`src/rtl/decoder_pkg.sv`:
```
// Shared definitions for the pipelined one-hot decoder: skid buffer state
// encoding and default address/output widths.
package decoder_pkg;

  localparam int DEF_IN_W  = 3;
  localparam int DEF_OUT_W = 8;

  typedef enum logic [1:0] {
    EMPTY = 2'd0,
    ONE   = 2'd1,
    FULL  = 2'd2
  } skid_state_e;

endpackage

```
`src/rtl/decoder_n_pipe_if.sv`:
```
// Request/response handshake bundle for decoder_n_pipe. out_err exists only
// when DECODER_RANGE_ERR_EN is defined.
interface decoder_n_pipe_if
  import decoder_pkg::*;
#(
  parameter int IN_W  = DEF_IN_W,
  parameter int OUT_W = DEF_OUT_W
) ();

  logic             in_valid;
  logic             in_ready;
  logic [IN_W-1:0]  in_addr;
  logic             in_en;
  logic             out_valid;
  logic             out_ready;
  logic [OUT_W-1:0] out_y;
`ifdef DECODER_RANGE_ERR_EN
  logic             out_err;

  modport slave (
    input  in_valid, in_addr, in_en, out_ready,
    output in_ready, out_valid, out_y, out_err
  );

  modport master (
    output in_valid, in_addr, in_en, out_ready,
    input  in_ready, out_valid, out_y, out_err
  );
`else
  modport slave (
    input  in_valid, in_addr, in_en, out_ready,
    output in_ready, out_valid, out_y
  );

  modport master (
    output in_valid, in_addr, in_en, out_ready,
    input  in_ready, out_valid, out_y
  );
`endif

endinterface

```
`src/rtl/decoder_skid_buf.sv`:
```
// Two-entry skid buffer (EMPTY/ONE/FULL) with a registered in_ready so the
// downstream out_ready never reaches in_ready combinationally.
module decoder_skid_buf
  import decoder_pkg::*;
#(
  parameter int W = DEF_OUT_W
) (
  input  logic         clk,
  input  logic         rst,
  input  logic         in_valid,
  output logic         in_ready,
  input  logic [W-1:0] in_data,
  output logic         out_valid,
  input  logic         out_ready,
  output logic [W-1:0] out_data
);

  skid_state_e  state, state_nxt;
  logic [W-1:0] skid_q;
  logic         accept, drain;
  logic         load_head, load_skid, head_from_skid;

  assign out_valid = (state != EMPTY);

  always_comb begin
    // NOTE: every output of this block gets a default first so no path can infer a latch.
    accept         = in_valid && in_ready;
    drain          = out_valid && out_ready;
    state_nxt      = state;
    load_head      = 1'b0;
    load_skid      = 1'b0;
    head_from_skid = 1'b0;
    case (state)
      EMPTY: begin
        if (accept) begin
          state_nxt = ONE;
          load_head = 1'b1;
        end
      end
      ONE: begin
        if (accept && !drain) begin
          state_nxt = FULL;
          load_skid = 1'b1;
        end else if (accept && drain) begin
          load_head = 1'b1;
        end else if (drain) begin
          state_nxt = EMPTY;
        end
      end
      FULL: begin
        // in_ready is low here, so only a drain can move the state.
        if (drain) begin
          state_nxt      = ONE;
          load_head      = 1'b1;
          head_from_skid = 1'b1;
        end
      end
      default: state_nxt = EMPTY;
    endcase
  end

  always_ff @(posedge clk) begin
    // NOTE: sequential state uses non-blocking assignments so all registers update from pre-edge values.
    if (rst) begin
      state    <= EMPTY;
      in_ready <= 1'b1;
      out_data <= '0;
    end else begin
      state    <= state_nxt;
      in_ready <= (state_nxt != FULL);
      if (load_head) out_data <= head_from_skid ? skid_q : in_data;
    end
  end

  // NOTE: the skid entry is storage, not control: it is never visible before
  // being written, so it carries no reset.
  always_ff @(posedge clk) begin
    if (load_skid) skid_q <= in_data;
  end

endmodule

```
`src/rtl/decoder_n_pipe.sv`:
```
// Pipelined N-to-one-hot decoder: combinational decode at the input, decoded
// word buffered in a skid buffer. Optional out_err via DECODER_RANGE_ERR_EN.
module decoder_n_pipe
  import decoder_pkg::*;
#(
  parameter int IN_W  = DEF_IN_W,
  parameter int OUT_W = DEF_OUT_W
) (
  input logic              clk,
  input logic              rst,
  decoder_n_pipe_if.slave  bus
);

`ifdef DECODER_RANGE_ERR_EN
  localparam int DW = OUT_W + 1;
`else
  localparam int DW = OUT_W;
`endif

  logic [IN_W-1:0]  addr;
  logic [OUT_W-1:0] dec_y;
  logic [DW-1:0]    din, dout;

  assign addr = bus.in_addr;

  // Addresses at or beyond OUT_W match no bit, so they decode to zero.
  always_comb begin
    dec_y = '0;
    for (int i = 0; i < OUT_W; i++) begin
      dec_y[i] = bus.in_en && (int'(addr) == i);
    end
  end

`ifdef DECODER_RANGE_ERR_EN
  logic dec_err;
  assign dec_err     = (int'(addr) >= OUT_W);
  assign din         = {dec_err, dec_y};
  assign bus.out_y   = dout[OUT_W-1:0];
  assign bus.out_err = dout[OUT_W];
`else
  assign din       = dec_y;
  assign bus.out_y = dout;
`endif

  decoder_skid_buf #(
    .W (DW)
  ) u_skid (
    .clk       (clk),
    .rst       (rst),
    .in_valid  (bus.in_valid),
    .in_ready  (bus.in_ready),
    .in_data   (din),
    .out_valid (bus.out_valid),
    .out_ready (bus.out_ready),
    .out_data  (dout)
  );

endmodule

```
`src/flat_wrapper.sv`:
```
// flat-port wrapper written by rule: the top's interface ports become plain ports
module decoder_n_pipe_flat import decoder_pkg::*;
#(
  parameter int IN_W  = DEF_IN_W,
  parameter int OUT_W = DEF_OUT_W
)
  (clk, rst, bus_in_valid, bus_in_addr, bus_in_en, bus_out_ready, bus_in_ready, bus_out_valid, bus_out_y);
  decoder_n_pipe_if #(.IN_W(IN_W), .OUT_W(OUT_W)) bus_i ();
  input logic clk;
  input logic rst;
  input wire logic [$bits(bus_i.in_valid)-1:0] bus_in_valid;
  input wire logic [$bits(bus_i.in_addr)-1:0] bus_in_addr;
  input wire logic [$bits(bus_i.in_en)-1:0] bus_in_en;
  input wire logic [$bits(bus_i.out_ready)-1:0] bus_out_ready;
  output wire logic [$bits(bus_i.in_ready)-1:0] bus_in_ready;
  output wire logic [$bits(bus_i.out_valid)-1:0] bus_out_valid;
  output wire logic [$bits(bus_i.out_y)-1:0] bus_out_y;
  assign bus_i.in_valid = bus_in_valid;
  assign bus_i.in_addr = bus_in_addr;
  assign bus_i.in_en = bus_in_en;
  assign bus_i.out_ready = bus_out_ready;
  assign bus_in_ready = bus_i.in_ready;
  assign bus_out_valid = bus_i.out_valid;
  assign bus_out_y = bus_i.out_y;
  decoder_n_pipe #(.IN_W(IN_W), .OUT_W(OUT_W)) u_core (.clk(clk), .rst(rst), .bus(bus_i));
endmodule
```
`config.mk`:
```
export PLATFORM = sky130hd
export DESIGN_NAME = decoder_n_pipe_flat
export DESIGN_NICKNAME = d
export VERILOG_FILES = /design/src/rtl/decoder_pkg.sv /design/src/rtl/decoder_n_pipe_if.sv /design/src/rtl/decoder_skid_buf.sv /design/src/rtl/decoder_n_pipe.sv /design/src/flat_wrapper.sv
export SDC_FILE = /design/constraint.sdc
export NUM_CORES = 1
export LEC_CHECK = 0
export ABC_AREA = 1
export ABC_CLOCK_PERIOD_IN_PS = 1700
export CAP_MARGIN = 20
export CORE_ASPECT_RATIO = 0.9
export CORE_MARGIN = 2
export CORE_UTILIZATION = 40
export DETAILED_ROUTE_END_ITERATION = 8
export GPL_TIMING_DRIVEN = 1
export MAX_ROUTING_LAYER = met4
export PLACE_DENSITY_LB_ADDON = 0.2
export SYNTH_ARGS = -nofsm -noshare
export SYNTH_HDL_FRONTEND = slang
export SYNTH_SLANG_ARGS = --single-unit
```
`constraint.sdc`:
```
create_clock -name clk -period 1.7 [get_ports clk]
set_input_delay 0.17 -clock clk [delete_from_list [all_inputs] [get_ports clk]]
set_output_delay 0.17 -clock clk [all_outputs]
set_load 0.02 [all_outputs]
```
==> results of run 1 <==
layer usage:
layer  track usage (%)  vias to the layer above  share of wire, %
met4              5.00                        0               1.1
met1              18.7                      341                48
met2              21.8                       19                46
li1                  -                      434                 -
met5                 -                        -                 0
met3              5.45                        2               5.2
report_power, final:
group	leakage [nW]	switching, W	internal [W]
clock	0.0150	0.000124	0.0000913
combinational	0.353	0.000102	0.0000774
sequential	0.172	0.0000119	0.000495
total	0.540	0.000238	0.000664
flip-flops by register name (all words and copies together), names as in the netlist:
signal                  cells
u_core.u_skid.in_ready      1
u_core.u_skid.out_data      8
u_core.u_skid.skid_q        8
u_core.u_skid.state         2
Yosys cell counts:
library cell	n
a21oi_1	1
buf_4	1
buf_6	1
dfxtp_1	11
edfxtp_1	8
inv_1	20
inv_2	2
nand2_1	30
nand2_2	3
nand3_1	16
nand3_4	1
nand4_1	1
nor2_1	30
nor2_2	1
nor3_1	1
o21ai_0	1
through the flow:
stage	worst slack, ns	total power, W	area [µm²]
finish	0.0879	0.000902	1160
global route	0.00191	0.000964	1160
CTS	0.0581	0.000912	1160
detailed placement	0.281	0.000698	1130
global placement	0.285	0.000695	1130
floorplan	0.110	0.000630	931
worst max-delay path by stage:
stage / startpoint / endpoint / slack (ns) / depth (start not counted)
floorplan: u_core.u_skid.in_ready / u_core.u_skid.skid_q[0] / 0.11 / 2
finish: u_core.u_skid.state[1] / bus_out_valid / 0.09 / 3
global route: u_core.u_skid.state[1] / bus_out_valid / 0.002 / 3
CTS: u_core.u_skid.state[0] / bus_out_valid / 0.06 / 3
global placement: bus_in_valid / u_core.u_skid.skid_q[7] / 0.29 / 4
detailed placement: bus_in_valid / u_core.u_skid.skid_q[7] / 0.28 / 4
logic make-up (layout without fill, tap and decap cells):
family | after synthesis | in the layout
AOI/OAI and AO/OA | 2 | 2
buffers and inverters | 24 | 45
DFF | 19 | 19
and+or+nand+nor | 83 | 83
layout make-up:
type | instances | area [µm²] | area share [%]
inverters | 22 | 82.6 | 7.13
clock buffers | 4 | 26.3 | 2.27
well taps | 27 | 33.8 | 2.92
multi-input cells | 85 | 369 | 31.9
repair buffers | 19 | 185 | 16.0
flip-flops and latches | 19 | 462 | 39.8
worst register-to-register path: stages (launching register included):
cell and delay (ns):
dfxtp_1 0.39, inv_2 0.08, nor2_2 0.27, o21ai_0 0.15
nor2_1 0.13, inv_1 0.05
what timing repair did:
item,4_1_cts,5_1_grt
setup endpoints to repair,0,1
gates resized for setup,0,1
setup buffers,0,0
hold buffers,0,0
==> flow_summary_export.csv, run 1 <==
group,metric,value,unit
yosys,seq_area_frac_synth,49.5,%
min_path,hold_end,"u_core.u_skid.state[0]",
floorplan,die_area,0.00273,mm²
routing,drt-vias-per-instance,4.52,
routing,antenna_left,0,
cts,cts_buffers,3,
yosys,synth_xor_area_share,0,%
outcome,outcome,"complete, no violations",
setup_path,cp.required,1.53,ns
placed_design,dpl.cell_count,172,
timing,worst_pin_slew,0.341,ns
global_routing,grt_max_degree,18,
setup_path,reg2reg_depth,5,
yosys,synth-simple-area-share,38.6,%
cts,cts_root_buf,"clkbuf_4",
yosys,synthesis.area,931,µm²
timing,fin_skew,0.00242,ns
cts,cts_max_level,1,
timing,setup_tns,0,ns
power_and_ir_drop,powerDensity,779,mW/mm²
global_routing,antenna_found_initial,0,
finish,drive_gt1_share,8.72,%
power_and_ir_drop,p_leak,0.540,nW
floorplan,die_h,49.8,µm
floorplan,coreArea,0.00218,mm²
routing,wire_per_inst,9.61,µm
setup_path,cp.arrival,1.44,ns
yosys,synth_compound_area_share,1.08,%
power_and_ir_drop,irDropWorstVdd,0.000542,V
min_path,hp-class,"in -> reg",
floorplan,die_width,54.9,µm
setup_path,worst-path-buf-inv,2,
setup_path,timing.rr.start,"u_core.u_skid.state[1]",
cts,insertion_delay,0.29,ns
finish,n_antenna_cell,0,
yosys,synth_top_area_share,25.8,%
min_path,min_from,"rst",
timing,max_freq,620,MHz
setup_path,r2r-end,"u_core.u_skid.in_ready",
min_path,min_path_cells,2,
timing,layout_min_cycle_time,1.61,ns
finish,final_util,53.1,%
finish,final_cell_mix,"30 x nand2_1, 30 x nor2_1, 20 x inv_1",
yosys,syn-num-nets,136,
cts,clk_pin_slew,0.09,ns
routing,routed-via-count,796,
floorplan,std_cell_rows,16,
timing,rsz0062_at_grt,"false",
yosys,ys_seq_elements,19,
timing,finalHoldViolCount,0,
setup_path,rrSetupSlack,0.53,ns
yosys,synthAdderAreaFrac,0,%
global_routing,grt_pass1_vias,678,
setup_path,crit_chain,"inv_2 > nand2_2 > clkdlybuf4s50_1",
finish,area_growth,24.5,%
cts,cts_sinks,19,
yosys,yosysWarnings,0,
setup_path,start_kind,"flip-flop",
finish,fillerInstances,218,
routing,wirelength,1690,µm
setup_path,slowest_stage,"clkdlybuf4s50_1",
yosys,synth_area_leaders,"edfxtp_1 26%, dfxtp_1 24%, nand2_1 12%",
placed_design,io_buffers,17,
timing,timing.final.crit_share,94.8,%
floorplan,start_util,42.7,%
routing,drc_errors,0,
placed_design,finalWeightedCongestion,0.760,
yosys,synth_top_family_by_area,"simple AND/OR/NAND/NOR gates",
floorplan,num_io_pins,18,
timing,holdWs,0.478,ns
yosys,synth_cell_types,16,
yosys,synth_mux_area_share,0,%
setup_path,critPathTopFamily,"buffers and inverters",
routing,dr.pass1.iters,4,
yosys,synth_area_leader_cell,"edfxtp_1",
timing,setup_violations,0,
setup_path,path_max_fanout,5,
setup_path,critical_path_class,"reg -> out",
finish,nets,158,
flow_run,cap_violations,0,
global_routing,grt_overflow,0,
placed_design,dpl.hpwl,1370,µm
timing,final_max_slew_viol_count,0,
cts,cts_tree,"built",
timing,slew_headroom,77.2,%
global_routing,grt_pass1_wl,2840,µm
routing,drtIter0Drc,8,
cts,max-clock-path-buffers,2,
yosys,syn_area_per_cell,7.27,µm²
setup_path,max_stage_delay,0.60,ns
global_routing,grt_usage,14.9,%
yosys,netlist_instances,128,
setup_path,crit_path_end_kind,"output port",
finish,stdcell_count,176,
Power figures use the tool's default switching activity.
==> inputs of run 2 (changes only) <==
--- a/config.mk
+++ b/config.mk
@@ -6,11 +6,10 @@
 export NUM_CORES = 1
 export LEC_CHECK = 0
 export ABC_AREA = 1
-export ABC_CLOCK_PERIOD_IN_PS = 1700
 export CAP_MARGIN = 20
 export CORE_ASPECT_RATIO = 0.9
 export CORE_MARGIN = 2
-export CORE_UTILIZATION = 40
+export CORE_UTILIZATION = 49
 export DETAILED_ROUTE_END_ITERATION = 8
 export GPL_TIMING_DRIVEN = 1
 export MAX_ROUTING_LAYER = met4
==> run 2 against run 1 <==
Clock power hardly changed. Critical path depth stayed put. Register-to-register slack better by 0.02 ns. Total power is 0.46% higher. Worst hold slack hardly changed. Flip-flop and latch count stayed put. Largest cell class unchanged.
==> flow_summary_export.csv, run 2 (synthesis gave the netlist of run 1 again) <==
group,metric,value,unit
finish,nets,158,
placed_design,post-place-ws,0.299,ns
setup_path,slowest_stage,"clkdlybuf4s50_1",
routing,antenna_left,0,
placed_design,finalWeightedCongestion,0.746,
timing,max_freq,618,MHz
min_path,min_from,"rst",
timing,finalHoldViolCount,0,
power_and_ir_drop,p_leak,0.540,nW
finish,reg_top3,"u_core.u_skid.out_data (8), u_core.u_skid.skid_q (8), u_core.u_skid.state (2)",
placed_design,io_buffers,17,
cts,insertion_delay,0.29,ns
outcome,outcome,"complete, no violations",
global_routing,grt_pass1_vias,713,
setup_path,rrSetupSlack,0.55,ns
setup_path,critical_path_class,"reg -> out",
power_and_ir_drop,power,0.000907,W
power_and_ir_drop,powerDensity,785,mW/mm²
floorplan,std_cell_rows,14,
min_path,min_path_cells,2,
floorplan,die_area,0.00227,mm²
global_routing,grt_pass1_wl,2840,µm
cts,cts_tree,"built",
setup_path,cp.required,1.53,ns
setup_path,cp.arrival,1.45,ns
cts,clk_pin_slew,0.10,ns
cts,cts_sinks,19,
cts,cts_buffers,3,
floorplan,start_util,53.7,%
routing,routed-via-count,819,
power_and_ir_drop,irDropWorstVdd,0.000589,V
setup_path,critPathTopFamily,"buffers and inverters",
setup_path,timing.rr.start,"u_core.u_skid.state[1]",
setup_path,start_kind,"flip-flop",
finish,drive_gt1_share,8.72,%
cts,cts_max_level,1,
finish,final_cell_mix,"30 x nand2_1, 30 x nor2_1, 20 x inv_1",
setup_path,worst-path-buf-inv,2,
routing,drtIter0Drc,20,
timing,holdWs,0.478,ns
finish,area_growth,24.1,%
timing,setup_violations,0,
routing,dr.pass1.iters,4,
global_routing,grt_max_degree,18,
timing,setup_tns,0,ns
global_routing,antenna_found_initial,0,
cts,cts_root_buf,"clkbuf_4",
setup_path,r2r-end,"u_core.u_skid.in_ready",
setup_path,crit_path_end_kind,"output port",
routing,wirelength,1630,µm
routing,wire_per_inst,9.45,µm
setup_path,path_max_fanout,5,
timing,final_max_slew_viol_count,0,
routing,drc_errors,0,
timing,timing.final.crit_share,95.2,%
min_path,hp-class,"in -> reg",
floorplan,coreArea,0.00173,mm²
floorplan,die_width,49.9,µm
setup_path,reg2reg_depth,5,
timing,slew_headroom,79.2,%
global_routing,grt_overflow,0,
floorplan,num_io_pins,18,
timing,rsz0062_at_grt,"false",
cts,max-clock-path-buffers,2,
global_routing,grt_usage,17.4,%
min_path,hold_end,"u_core.u_skid.state[0]",
finish,n_antenna_cell,0,
setup_path,max_stage_delay,0.60,ns
floorplan,die_h,45.4,µm
timing,layout_min_cycle_time,1.62,ns
timing,fin_skew,0.00525,ns
timing,fin_ws,0.0811,ns
cts,postCtsSetupBuffers,0,
setup_path,crit_chain,"inv_2 > nand2_2 > clkdlybuf4s50_1",
placed_design,dpl.hpwl,1320,µm
timing,worst_pin_slew,0.311,ns
flow_run,cap_violations,0,
routing,drt-vias-per-instance,4.73,
[run 2: per-layer routing]
metal	global-route usage [%]	vias up	part of all wire (%)
li1	-	435	-
met1	20.9	366	48
met2	30.4	16	48
met3	2.98	2	3.9
met4	5.00	0	0.67
met5	-	-	0
[run 2: area by class of cell]
class                   count  area, µm²
fillers                   150        579
flip-flops and latches     19        462
inverters                  22       82.6
repair buffers             19        185
multi-input cells          85        369
well taps                  24       30.0
clock buffers               4       26.3
[run 2: how the worst max path moves through the flow]
| stage | startpoint | end | slack, ns | depth (start not counted) |
|---|---|---|---|---|
| 2_1_floorplan | u_core.u_skid.in_ready | u_core.u_skid.skid_q[0] | 0.11 | 2 |
| 3_3_place_gp | bus_in_valid | u_core.u_skid.skid_q[7] | 0.29 | 4 |
| 3_5_place_dp | bus_in_valid | u_core.u_skid.skid_q[3] | 0.30 | 4 |
| 4_1_cts | u_core.u_skid.state[0] | bus_out_valid | 0.06 | 3 |
| 5_1_grt | u_core.u_skid.state[1] | bus_out_valid | 0.03 | 3 |
| 6_report | u_core.u_skid.state[1] | bus_out_valid | 0.08 | 3 |
[run 2: power breakdown]
part	switching [W]	internal (W)	total, W	leakage [nW]
clock network	0.000127	0.0000911	0.000218	0.0150
registers	0.0000125	0.000495	0.000508	0.172
logic	0.000103	0.0000773	0.000180	0.353
[run 2: stage by stage]
stage	instances	area, µm²	util, %
floorplan	128	931	-
global placement	169	1130	65.0
detailed placement	169	1130	65.0
CTS	173	1150	66.5
global route	173	1150	66.6
finish	173	1150	66.6
[run 2: repair_timing]
action,4_1_cts,5_1_grt
hold buffers,0,0
endpoints found under the setup margin,0,1
resized for setup,0,1
==> inputs of run 3 (changes only) <==
--- a/config.mk
+++ b/config.mk
@@ -7,7 +7,6 @@
 export LEC_CHECK = 0
 export ABC_AREA = 1
 export CAP_MARGIN = 20
-export CORE_ASPECT_RATIO = 0.9
 export CORE_MARGIN = 2
 export CORE_UTILIZATION = 49
 export DETAILED_ROUTE_END_ITERATION = 8
==> run 3 against run 2 <==
Clock skew up 0.0033 ns. Global-route usage increased by 0.78 points. Final area up 0.43%. Worst setup slack is essentially flat. Critical endpoint unchanged. Largest cell class unchanged. Worst hold slack got worse by 0.019 ns. Clock power up 6%. First-iteration DRC count up 45%.
==> flow_summary_export.csv, run 3 (synthesis gave the netlist of run 1 again) <==
group,metric,value,unit
setup_path,crit_path_end_kind,"output port",
global_routing,grt_max_degree,18,
floorplan,die_width,47.6,µm
routing,dr.pass1.iters,4,
routing,drt-vias-per-instance,4.65,
global_routing,grt_pass1_vias,630,
placed_design,finalWeightedCongestion,0.744,
cts,clk_pin_slew,0.11,ns
routing,drc_errors,0,
timing,fin_skew,0.00857,ns
placed_design,dpl.hpwl,1230,µm
routing,drtIter0Drc,29,
placed_design,io_buffers,17,
timing,rsz0062_at_grt,"false",
finish,drive_gt1_share,9.40,%
setup_path,cp.arrival,1.45,ns
cts,cts_tree,"built",
finish,seq_area,462,µm²
global_routing,grt_overflow,0,
global_routing,grt_pass1_wl,2730,µm
setup_path,start_kind,"flip-flop",
finish,nets,158,
floorplan,die_h,47.6,µm
timing,max_freq,618,MHz
floorplan,start_util,52.8,%
routing,antenna_left,0,
routing,wirelength,1640,µm
finish,finalInstanceArea,0.00116,mm²
cts,cts_root_buf,"clkbuf_4",
timing,slew_headroom,76.1,%
flow_run,cap_violations,0,
cts,cts_max_level,1,
timing,finalHoldViolCount,0,
placed_design,dpl_cell_area,0.00113,mm²
min_path,hp-class,"in -> reg",
finish,multi_input_area,369,µm²
timing,worst_pin_slew,0.357,ns
floorplan,num_io_pins,18,
cts,cts_sinks,19,
power_and_ir_drop,powerDensity,791,mW/mm²
cts,insertion_delay,0.30,ns
finish,reg_top3,"u_core.u_skid.out_data (8), u_core.u_skid.skid_q (8), u_core.u_skid.state (2)",
floorplan,coreArea,0.00176,mm²
timing,fin_ws,0.0815,ns
placed_design,post-place-ws,0.299,ns
routing,routed-via-count,809,
finish,final_cell_mix,"30 x nand2_1, 30 x nor2_1, 20 x inv_1",
finish,n_antenna_cell,0,
floorplan,std_cell_rows,15,
finish,stdcell_count,174,
power_and_ir_drop,irDropWorstVdd,0.000557,V
power_and_ir_drop,p_leak,0.539,nW
setup_path,cp.required,1.53,ns
finish,fillerInstances,171,
global_routing,antenna_found_initial,0,
cts,max-clock-path-buffers,2,
global_routing,grt_usage,18.1,%
setup_path,critical_path_class,"reg -> out",
timing,setup_violations,0,
floorplan,die_area,0.00226,mm²
routing,wire_per_inst,9.45,µm
setup_path,path_max_fanout,5,
outcome,outcome,"complete, no violations",
cts,cts_buffers,3,
timing,final_max_slew_viol_count,0,
timing,setup_tns,0,ns
finish,area_growth,24.6,%
timing,timing.final.crit_share,95.2,%
placed_design,dpl.cell_count,170,
timing,layout_min_cycle_time,1.62,ns
## run 3: changes by cell type in the layout (fill, tap and decap cells not counted)
cell        change
clkbuf_1        -1
clkinvlp_4      +1
## run 3: worst paths after layout
check                            start  slack (ns)                        end  cells past startpoint
max             u_core.u_skid.state[1]        0.08              bus_out_valid                      3
min reg2reg  u_core.u_skid.out_data[3]        0.51  u_core.u_skid.out_data[3]                      4
max reg2reg     u_core.u_skid.state[1]        0.54  u_core.u_skid.out_data[6]                      6
min                                rst        0.46     u_core.u_skid.state[0]                      2
## run 3: cell type report
type	instances	area share, %
inverter	22	7.12
sequential	19	39.8
clock buffer	3	1.94
clock inverter	1	0.647
timing repair buffer	19	16.0
tap	25	2.70
multi-input combinational	85	31.8
## run 3: timing repair
action	4_1_cts	5_1_grt
hold endpoints to repair	0	0
gates resized for setup	0	1
buffers inserted	0	0
endpoints found under the setup margin	0	1
hold buffers	0	0
## run 3: worst max-delay path, stage by stage, from the launching register on
cell and delay (ns):
dfxtp_1 0.39, inv_2 0.08, nand2_2 0.08, clkdlybuf4s50_1 0.60
## run 3: through the flow
step	total power, W	hold slack [ns]	utilization [%]
6_report	0.000918	0.459	65.7
4_1_cts	0.000927	0.459	65.7
3_3_place_gp	0.000693	0.501	64.0
3_5_place_dp	0.000697	0.498	64.0
5_1_grt	0.000977	0.470	65.7
2_1_floorplan	0.000630	0.239	-
## run 3: report_power, final
part           leakage (nW)  switching (W)  internal (W)
clock                0.0139       0.000141     0.0000897
combinational         0.353       0.000103     0.0000773
sequential            0.172      0.0000115      0.000495
## run 3: layer usage
layer	global-route usage [%]	routed length (µm)	share of wire, %	up-vias
met5	-	0	0	-
met3	4.53	73	4.4	5
met2	27.0	767	47	25
met4	8.11	36	2.2	0
met1	23.2	766	47	343
li1	-	-	-	436
